--- src/rtl/defines.sv ---
`ifndef INST_ROM_ARB_SHARED_DEFINES
`define INST_ROM_ARB_SHARED_DEFINES
// ============================================================================
// Module      : (shared defines)
// Description : Bus widths, chip-enable levels and ROM sizing shared by the
//               instruction-ROM path.
// Revision    : 1.0 - initial release
// ============================================================================
`define ChipEnable      1'b1
`define ChipDisable     1'b0
`define ZeroWord        32'h00000000
`define InstAddrBus     31:0
`define InstBus         31:0
`define InstMemNumLog2  17
`endif

--- src/rtl/inst_rom_arb_pkg.sv ---
`include "defines.sv"
`default_nettype none
// ============================================================================
// Module      : inst_rom_arb_pkg
// Description : Shared types, constants and the address legality check for
//               the two-port instruction-ROM arbiter.
// Revision    : 1.0 - initial release
// ============================================================================
package inst_rom_arb_pkg;

    localparam int         c_NUM_PORTS = 2;

    // last_grant encoding: names the port that won the most recent grant.
    localparam logic [0:0] c_LG_PORT0  = 1'b0;
    localparam logic [0:0] c_LG_PORT1  = 1'b1;
    // Reset points at port 1 so port 0 wins the first contention.
    localparam logic [0:0] c_LG_RESET  = c_LG_PORT1;

    typedef struct packed {
        logic             ack;
        logic             err;
        logic [`InstBus]  rdata;
    } port_rsp_t;

    localparam port_rsp_t c_RSP_RESET = '{ack: 1'b0, err: 1'b0, rdata: `ZeroWord};

    // An access is illegal when it is not word aligned or when any bit above
    // the ROM word index is set.
    function automatic logic addr_is_bad(input logic [`InstAddrBus] addr,
                                         input int                  words_log2);
        logic [`InstAddrBus] upper;
        upper = addr >> (words_log2 + 2);
        return (addr[1:0] != 2'b00) || (upper != `ZeroWord);
    endfunction

endpackage
`default_nettype wire

--- src/rtl/inst_rom_arb_if.sv ---
`include "defines.sv"
`default_nettype none
// ============================================================================
// Module      : inst_rom_arb_if
// Description : Requester ports (m0 = fetch, m1 = data-side code read) and
//               ROM side of the instruction-ROM arbiter.
//               slave  : arbiter view
//               master : requesters + ROM view
// Revision    : 1.0 - initial release
// ============================================================================
interface inst_rom_arb_if;
    logic                 m0_req;
    logic [`InstAddrBus]  m0_addr;
    logic                 m0_ack;
    logic [`InstBus]      m0_rdata;
    logic                 m0_err;

    logic                 m1_req;
    logic [`InstAddrBus]  m1_addr;
    logic                 m1_ack;
    logic [`InstBus]      m1_rdata;
    logic                 m1_err;

    logic                 rom_ce;
    logic [`InstAddrBus]  rom_addr;
    logic [`InstBus]      rom_inst;

    modport slave (
        input  m0_req, m0_addr, m1_req, m1_addr, rom_inst,
        output m0_ack, m0_rdata, m0_err, m1_ack, m1_rdata, m1_err, rom_ce, rom_addr
    );

    modport master (
        output m0_req, m0_addr, m1_req, m1_addr, rom_inst,
        input  m0_ack, m0_rdata, m0_err, m1_ack, m1_rdata, m1_err, rom_ce, rom_addr
    );
endinterface
`default_nettype wire

--- src/rtl/inst_rom_arb_rr_arb2.sv ---
`include "defines.sv"
`default_nettype none
// ============================================================================
// Module      : rr_arb2
// Description : Two-way combinational pick, round-robin or fixed priority.
//   eligible_i   [1:0] ports requesting service this cycle
//   last_grant_i       port that won the previous grant
//   grant_o      [1:0] one-hot winner (zero when nobody is eligible)
// Revision    : 1.0 - initial release
// ============================================================================
module rr_arb2
    import inst_rom_arb_pkg::*;
#(
    parameter int FIXED_PRI = 0
) (
    input  wire logic [1:0] eligible_i,
    input  wire logic       last_grant_i,
    output logic      [1:0] grant_o
);

    always_comb begin
        grant_o = 2'b00;
        case (eligible_i)
            2'b01:   grant_o = 2'b01;
            2'b10:   grant_o = 2'b10;
            2'b11: begin
                // Contention: port 0 wins if fixed priority, otherwise the
                // port that did not win last time.
                if ((FIXED_PRI != 0) || (last_grant_i == c_LG_PORT1)) begin
                    grant_o = 2'b01;
                end else begin
                    grant_o = 2'b10;
                end
            end
            default: grant_o = 2'b00;
        endcase
    end

endmodule
`default_nettype wire

--- src/rtl/inst_rom_arb.sv ---
`include "defines.sv"
`default_nettype none
// ============================================================================
// Module      : inst_rom_arb
// Description : Shares one combinational instruction ROM between two read
//               ports. One grant per cycle; the granted port is acked one
//               cycle later with the captured word or an error.
//   clk  : rising-edge clock
//   rst  : asynchronous active-high reset
//   bus  : m0_*/m1_* request/response ports and rom_ce/rom_addr/rom_inst
// Revision    : 1.0 - initial release
// ============================================================================
module inst_rom_arb
    import inst_rom_arb_pkg::*;
#(
    parameter int FIXED_PRI      = 0,
    parameter int ROM_WORDS_LOG2 = `InstMemNumLog2
) (
    input  wire logic     clk,
    input  wire logic     rst,
    inst_rom_arb_if.slave bus
);

    logic [1:0]           w_req;
    logic [`InstAddrBus]  w_addr [c_NUM_PORTS];
    logic [1:0]           w_bad;
    logic [1:0]           w_eligible;
    logic [1:0]           w_grant;

    port_rsp_t            rsp_q [c_NUM_PORTS];
    port_rsp_t            rsp_d [c_NUM_PORTS];
    logic                 last_grant_q;
    logic                 last_grant_d;

    assign w_req     = {bus.m1_req, bus.m0_req};
    assign w_addr[0] = bus.m0_addr;
    assign w_addr[1] = bus.m1_addr;

    // A port whose ack is high this cycle is still holding the request it was
    // just served for, so it is masked. Reset masks everyone so the ROM is
    // idle and no grant is taken while rst is high.
    always_comb begin
        for (int p = 0; p < c_NUM_PORTS; p++) begin
            w_bad[p]      = addr_is_bad(w_addr[p], ROM_WORDS_LOG2);
            w_eligible[p] = w_req[p] & ~rsp_q[p].ack & ~rst;
        end
    end

    rr_arb2 #(
        .FIXED_PRI    (FIXED_PRI)
    ) u_pick (
        .eligible_i   (w_eligible),
        .last_grant_i (last_grant_q),
        .grant_o      (w_grant)
    );

    always_comb begin
        bus.rom_ce   = `ChipDisable;
        bus.rom_addr = `ZeroWord;
        if (w_grant[0]) begin
            bus.rom_ce   = `ChipEnable;
            bus.rom_addr = w_addr[0];
        end else if (w_grant[1]) begin
            bus.rom_ce   = `ChipEnable;
            bus.rom_addr = w_addr[1];
        end
    end

    // Error accesses still ack and still count as a grant for round-robin;
    // rdata/err otherwise hold until the port's next grant.
    always_comb begin
        last_grant_d = last_grant_q;
        for (int p = 0; p < c_NUM_PORTS; p++) begin
            rsp_d[p]     = rsp_q[p];
            rsp_d[p].ack = w_grant[p];
            if (w_grant[p]) begin
                rsp_d[p].err   = w_bad[p];
                rsp_d[p].rdata = w_bad[p] ? `ZeroWord : bus.rom_inst;
            end
        end
        if (w_grant[0]) begin
            last_grant_d = c_LG_PORT0;
        end else if (w_grant[1]) begin
            last_grant_d = c_LG_PORT1;
        end
    end

    always_ff @(posedge clk or posedge rst) begin
        if (rst) begin
            for (int p = 0; p < c_NUM_PORTS; p++) begin
                rsp_q[p] <= c_RSP_RESET;
            end
            last_grant_q <= c_LG_RESET;
        end else begin
            for (int p = 0; p < c_NUM_PORTS; p++) begin
                rsp_q[p] <= rsp_d[p];
            end
            last_grant_q <= last_grant_d;
        end
    end

    assign bus.m0_ack   = rsp_q[0].ack;
    assign bus.m0_err   = rsp_q[0].err;
    assign bus.m0_rdata = rsp_q[0].rdata;
    assign bus.m1_ack   = rsp_q[1].ack;
    assign bus.m1_err   = rsp_q[1].err;
    assign bus.m1_rdata = rsp_q[1].rdata;

endmodule
`default_nettype wire

--- src/flat_wrapper.sv ---
// flat-port wrapper written by rule: the top's interface ports become plain ports
module inst_rom_arb_flat import inst_rom_arb_pkg::*;
#(
    parameter int FIXED_PRI      = 0,
    parameter int ROM_WORDS_LOG2 = `InstMemNumLog2
)
  (clk, rst, bus_m0_req, bus_m0_addr, bus_m1_req, bus_m1_addr, bus_rom_inst, bus_m0_ack, bus_m0_rdata, bus_m0_err, bus_m1_ack, bus_m1_rdata, bus_m1_err, bus_rom_ce, bus_rom_addr);
  inst_rom_arb_if bus_i ();
  input  wire logic clk;
  input  wire logic rst;
  input wire logic [$bits(bus_i.m0_req)-1:0] bus_m0_req;
  input wire logic [$bits(bus_i.m0_addr)-1:0] bus_m0_addr;
  input wire logic [$bits(bus_i.m1_req)-1:0] bus_m1_req;
  input wire logic [$bits(bus_i.m1_addr)-1:0] bus_m1_addr;
  input wire logic [$bits(bus_i.rom_inst)-1:0] bus_rom_inst;
  output wire logic [$bits(bus_i.m0_ack)-1:0] bus_m0_ack;
  output wire logic [$bits(bus_i.m0_rdata)-1:0] bus_m0_rdata;
  output wire logic [$bits(bus_i.m0_err)-1:0] bus_m0_err;
  output wire logic [$bits(bus_i.m1_ack)-1:0] bus_m1_ack;
  output wire logic [$bits(bus_i.m1_rdata)-1:0] bus_m1_rdata;
  output wire logic [$bits(bus_i.m1_err)-1:0] bus_m1_err;
  output wire logic [$bits(bus_i.rom_ce)-1:0] bus_rom_ce;
  output wire logic [$bits(bus_i.rom_addr)-1:0] bus_rom_addr;
  assign bus_i.m0_req = bus_m0_req;
  assign bus_i.m0_addr = bus_m0_addr;
  assign bus_i.m1_req = bus_m1_req;
  assign bus_i.m1_addr = bus_m1_addr;
  assign bus_i.rom_inst = bus_rom_inst;
  assign bus_m0_ack = bus_i.m0_ack;
  assign bus_m0_rdata = bus_i.m0_rdata;
  assign bus_m0_err = bus_i.m0_err;
  assign bus_m1_ack = bus_i.m1_ack;
  assign bus_m1_rdata = bus_i.m1_rdata;
  assign bus_m1_err = bus_i.m1_err;
  assign bus_rom_ce = bus_i.rom_ce;
  assign bus_rom_addr = bus_i.rom_addr;
  inst_rom_arb #(.FIXED_PRI(FIXED_PRI), .ROM_WORDS_LOG2(ROM_WORDS_LOG2)) u_core (.clk(clk), .rst(rst), .bus(bus_i));
endmodule
--- config.mk ---
export PLATFORM = sky130hd
export DESIGN_NAME = inst_rom_arb_flat
export DESIGN_NICKNAME = d
export VERILOG_FILES = /design/src/rtl/inst_rom_arb_pkg.sv /design/src/rtl/inst_rom_arb_if.sv /design/src/rtl/inst_rom_arb_rr_arb2.sv /design/src/rtl/inst_rom_arb.sv /design/src/flat_wrapper.sv
export VERILOG_INCLUDE_DIRS = /design/src /design/src/rtl
export SDC_FILE = /design/constraint.sdc
export NUM_CORES = 1
export LEC_CHECK = 0
export BUFFER_PORTS_ARGS = -buffer_cell sky130_fd_sc_hd__buf_2
export CORE_ASPECT_RATIO = 1.5
export CORE_UTILIZATION = 39
export CTS_BUF_LIST = sky130_fd_sc_hd__clkbuf_4 sky130_fd_sc_hd__clkbuf_8 sky130_fd_sc_hd__clkbuf_16
export DETAILED_ROUTE_END_ITERATION = 8
export PLACE_DENSITY = 0.73
export SETUP_SLACK_MARGIN = 0.02
export SLEW_MARGIN = 20
export SYNTH_ARGS = -nofsm -noshare
export SYNTH_HDL_FRONTEND = slang
export SYNTH_HIERARCHICAL = 1
export SYNTH_SLANG_ARGS = --single-unit
--- constraint.sdc ---
create_clock -name clk -period 3.8 [get_ports clk]
set_clock_uncertainty 0.15 [all_clocks]
set_input_delay 1.14 -clock clk [delete_from_list [all_inputs] [get_ports clk]]
set_output_delay 1.14 -clock clk [all_outputs]
set_load 0.01 [all_outputs]
### After elaboration in Yosys (flattened, before gate mapping)

Cells that the tools add are included.

| cells by class | value |
|---|---|
| $add $sub $neg | 0 |
| multipliers | 0 |
| divide/modulo/power cells | 0 |
| magnitude comparators | 0 |
| equality and inequality tests | 3 |
| shift-type cells | 0 |
| muxes and demuxes | 10 |
| bitwise logic cells | 7 |
| reductions and logical operators | 7 |

Operators by type and width:

| operator | number |
|---|---|
| $mux W32 | 4 |
| $reduce_bool A32 Y1 | 2 |
| $pmux W2 S3 | 1 |
| $reduce_bool A2 Y1 | 3 |
| $and A1 B1 Y1 | 4 |
| $eq A2 B2 Y1 const B | 2 |
| $mux W1 | 4 |
| $not A1 Y1 | 3 |
| $eq A2 B1 Y1 const B | 1 |
| $logic_or A1 B1 Y1 | 2 |
| $mux W2 | 1 |

| word-level totals | value |
|---|---|
| flip-flop bits (word level) | 69 |
| latch bits | 0 |
| bits in writable memories | 0 |
| memory bits (read-only) | 0 |
| input port bits | 100 |
| output and inout bits | 101 |
| word-level logic and storage cells | 34 |
| memories | 0 |

### Depth between registers and ports, before layout

| logic depth | value |
|---|---|
| depth after elaboration | 7 |
| mapped depth | 7 |
| gate-level depth less buffers | 5 |

### By module

Netlist, hierarchy kept.

Modules (own cells, without submodules):

| module | instances | cells each | area each (um^2) | sequential area each (um^2) |
|---|---|---|---|---|
| inst_rom_arb | 1 | 295 | 3308.2 | 1727.9 |
| rr_arb2 | 1 | 3 | 18.8 | 0.0 |

### Worst setup path after synthesis

No wires, ideal clock.

| timing | value |
|---|---|
| path kind | input to output |
| start | input rst |
| end | output bus_rom_addr[0] |
| arrival time | 2.452 ns |
| required time | 2.510 ns |
| slack | 0.058 ns |
| stages on the path | 7 |
| path buffers | 2 |
| cells stage by stage | nor3b_1 > a21boi_0 > buf_4 > inv_1 > nor2_1 > buf_2 > a22o_1 |

| on the way | value |
|---|---|
| cells in the longest elaborated chain, start to end | 6 |
| elaborated cells between the ends (all ways) | 9 |
| classes of those cells | eq/ne (3); mux (3); bitwise (3) |

RTL lines:

| what | RTL line | text |
|---|---|---|
| start, declared | flat_wrapper.sv:10 | `input wire logic rst;` |
| $not A1 Y1 * | inst_rom_arb.sv:45 | `w_eligible[p] = w_req[p] & ~rsp_q[p].ack & ~rst;` |
| $and A1 B1 Y1 | inst_rom_arb.sv:45 |  |
| $eq A2 B2 Y1 or $eq A2 B1 Y1 (tied branches) | inst_rom_arb_rr_arb2.sv:23 | `case (eligible_i)` |
| $pmux W2 S3 * | inst_rom_arb_rr_arb2.sv:23 |  |
| via u_core.w_grant[1] | inst_rom_arb.sv:28 | `logic [1:0] w_grant;` |
| $mux W32 * | inst_rom_arb.sv:63 | `end else if (w_grant[1]) begin` |
| $mux W32 * | inst_rom_arb.sv:60 | `if (w_grant[0]) begin` |
| end, declared | flat_wrapper.sv:23 | `output wire logic [$bits(bus_i.rom_addr)-1:0] bus_rom_addr;` |

Mark *: on every way through the listed nets, which the timed path passes. The rest lies on a longest branch.

### Worst setup path in the final report

| timing | value |
|---|---|
| start | input rst |
| end | output bus_rom_ce |

| on the way | value |
|---|---|
| elaborated cells between the ends (all ways) | 9 |
| classes of those cells | eq/ne (3); mux (3); bitwise (3) |

RTL lines:

| what | RTL line | text |
|---|---|---|
| $not A1 Y1 * | inst_rom_arb.sv:45 |  |
| $and A1 B1 Y1 * | inst_rom_arb.sv:45 |  |
| via u_core.w_eligible[1] | inst_rom_arb.sv:27 | `logic [1:0] w_eligible;` |
| $eq A2 B2 Y1 or $eq A2 B1 Y1 (tied branches) | inst_rom_arb_rr_arb2.sv:23 |  |
| $pmux W2 S3 * | inst_rom_arb_rr_arb2.sv:23 |  |
| via u_core.w_grant[0] | inst_rom_arb.sv:28 |  |
| $mux W1 * | inst_rom_arb.sv:60 |  |
| end, declared | flat_wrapper.sv:22 | `output wire logic [$bits(bus_i.rom_ce)-1:0] bus_rom_ce;` |

Marked as above.

==> metrics.md <==
| Metric | Value |
|---|---|
| Xor/xnor share of the synthesized area | 0% |
| Simple-gate portion of the synthesized area | 10.94% |
| Synth unique cells | 32 |
| Share of the synthesized area in the top cell type | 51.15% |
| Worst min-delay path startpoint | u_core/bus.m1_rdata[3] |
| Synth top cells by count | dfrtp_1, inv_1, mux2i_1, a22o_1, o22ai_1 |
| Gpl congestion | 0.9259 |
| Design area | 4903 um2 |
| Type of the worst setup path | in2out |
| First-pass GRT wire length | 15,630 um |
| Setup violators final | 0 |
| Post-CTS setup buffer count | 0 |
| Final core utilization | 60.11% |
| Die X | 77.41 um |
| TritonCTS clock tree | built |
| Remaining global-route overflow | 0 |
| Sink of the worst hold path | u_core/bus.m1_rdata[3] |
| Leakage | 2.638 nW |
| Adder-Cell Fraction of Synth Area | 0% |
| R2R depth | 8 |
| Async SR Flop Fraction | 100.0% |
| Status | completed |
| H-tree levels | 3 |
| Area of the multi-input gates | 1375 um2 |
| Drt initial violations | 105 |
| Clk buf depth | 2 |
| Most common cell in the netlist | dfrtp_1 |
| Critical Path Source Type | input pin |
| Detailed-route via count | 3,100 |
| I/O pins | 201 |
| Initial Util | 40.78% |
| CTS buffer count | 9 |
| Antenna viol nets, final | 0 |
| Hold Path Class | reg2reg |
| Hold buffers post-CTS | 0 |
| Register Area | 1728 um2 |
| Crit path DAT | 2.45 ns |
| CTS clk-pin slew, worst paths | 0.05 ns |
| Clk root buf | clkbuf_16 |
| Pwr/cell area | 415.2 nW/um2 |
| FF+latch count, synth | 69 |
| Vias/cell | 5.016 |
| DPL Wire Length | 7764 um |
| Compound-Gate Fraction of Synth Area | 17.98% |
| Achievable Freq | 267.6 MHz |
| Placed Area | 4568 um2 |
| Layout Nets | 607 |
| Vias in the first global route | 3,282 |
| Clock Sinks | 69 |
| Insertion delay of the later-clocked pin in the worst-skew pair | 0.33 ns |
| FILL cells | 699 |
| Site Rows | 40 |
| Post-synth EDFFs | 0 |
| Final hold slack | 0.3346 ns |
| Gr usage total | 23.00% |
| CORE AREA | 8158 um2 |
| Top area cells in the synthesized netlist | dfrtp_1, mux2i_1, a22o_1 |
| CP max FO | 9 |
| Tot Pwr | 0.002036 W |
| CP required | 2.51 ns |
| FF-to-FF End | u_core/bus.m0_rdata[30] |
| Tmin final | 3.736 ns |
| Final slew viol count | 0 |
| Leading area contributor after synthesis | dfrtp_1 |
| Layout cell share with drive strength beyond 1 | 54.21% |
| Mux cell area share after synthesis | 10.57% |
| # port buffers | 200 |
| Sequential area share after synthesis | 51.94% |
| Largest family of logic cells by synthesized area | compound AO/OA/AOI/OAI gates |
| Die height | 115.1 um |
| Max-cap violations | 0 |
| Total Wirelength | 10,120 um |
| Tightest Pin Transition | 0.5229 ns |
| Number of cells on the worst hold path | 1 |
| Largest net degree at the start of global routing | 48 |
| Initial antenna violation count | 2 |
| Critical Path End Type | output port |
| Max VDD drop | 0.2709 mV |
| Ys Warns | 6 |
| Cell count after synthesis | 298 |
| Final worst path period share | 98.32% |
| Drt drc | 0 |
| Relative slew slack | 65.14% |
| Reg-to-reg slack, setup | 1.57 ns |
| Area Overhead vs Synth | 47.39% |
| Die ar. | 8911 um2 |
| RSZ-0062 raised after global routing | true |
| Routed WL per cell | 16.37 um |
| Syn avg cell area | 11.16 um2 |
| Synth Flop Type | dfrtp_1 |
| First-pass DRT Iterations | 4 |
| Cell Area, Synth | 3327 um2 |
| Net count after synthesis | 398 |
| Fin. Hold Viols | 0 |
| Reg2Reg Launch Point | u_core/bus.m0_ack |
==> what timing repair did <==
action	CTS	global route
resized for setup	4	4
setup endpoints to repair	33	17
gates cloned	0	0
==> registers in the layout, summed over array words and instances (netlist names) <==
signal,cells
u_core/bus.m0_rdata,32
u_core/bus.m1_rdata,32
u_core/bus.m1_ack,1
u_core/last_grant_q,1
u_core/bus.m0_err,1
u_core/bus.m0_ack,1
u_core/bus.m1_err,1
==> worst max-delay path by stage <==
stage / depth (start not counted) / endpoint / from / slack [ns]
detailed placement: 8 / bus_rom_addr[4] / rst / -0.12
global route: 8 / bus_rom_ce / rst / 0.01
CTS: 8 / bus_rom_addr[31] / rst / 0.05
global placement: 8 / bus_rom_addr[16] / rst / -0.05
finish: 8 / bus_rom_ce / rst / 0.06
floorplan: 7 / bus_rom_addr[0] / rst / 0.06
==> layer usage <==
layer	GRT usage [%]	share of wire, %
met1	22.99	36
met2	43.36	54
met3	6.508	7.7
met4	10.94	2.4
met5	0	0
==> layout make-up <==
| cell class | count | share of cell area [%] |
|---|---|---|
| sequential | 69 | 35.24 |
| multi-input combinational | 162 | 28.04 |
| timing repair buffer | 220 | 24.65 |
| clock buffer | 14 | 5.741 |
| inverter | 45 | 3.445 |
| tap | 105 | 2.679 |
| clock inverter | 1 | 0.1021 |
| antenna | 2 | 0.1021 |
==> critical path, cell delays in order <==
cell      delay (ns)
buf_2           0.14
nor3b_4         0.23
buf_4           0.15
a21boi_4        0.06
buf_4           0.17
buf_12          0.14
or2_2           0.26
buf_2           0.15
==> cell families (layout without fill, tap and decap cells) <==
group	count (synthesis)	count (layout)
DFF	69	69
buffers and inverters	67	280
muxes	35	35
AOI/OAI and AO/OA	77	77
other	0	2
and+or+nand+nor	50	50
==> where the power goes <==
| group | internal (W) | total (W) | switching (W) |
|---|---|---|---|
| sequential | 0.000796 | 0.000830 | 0.0000341 |
| combinational | 0.000192 | 0.000418 | 0.000227 |
| clock | 0.000504 | 0.000787 | 0.000283 |
==> layout by cell type (no fill, tap or decap), types with 3 or more instances in the layout <==
cell type and count:
o22ai_1 21, nor2_1 5, buf_2 200, inv_1 44
nor4_4 3, buf_12 4, nor2_2 19, nand2_1 9
nor4_2 3, a21oi_1 11, o2bb2ai_1 9, buf_4 15
dfrtp_1 68, mux2i_1 34, clkbuf_16 9, a22o_1 30
clkbuf_8 3
==> per-stage QoR <==
step,TNS [ns],cells,setup slack (ns)
finish,0,618,0.06367
global route,0,616,0.01194
CTS,0,616,0.04598
detailed placement,-1.647,601,-0.1151
global placement,-0.8295,601,-0.05023
floorplan,0,298,0.05832
Note: power is estimated with default switching activity, not from simulation.
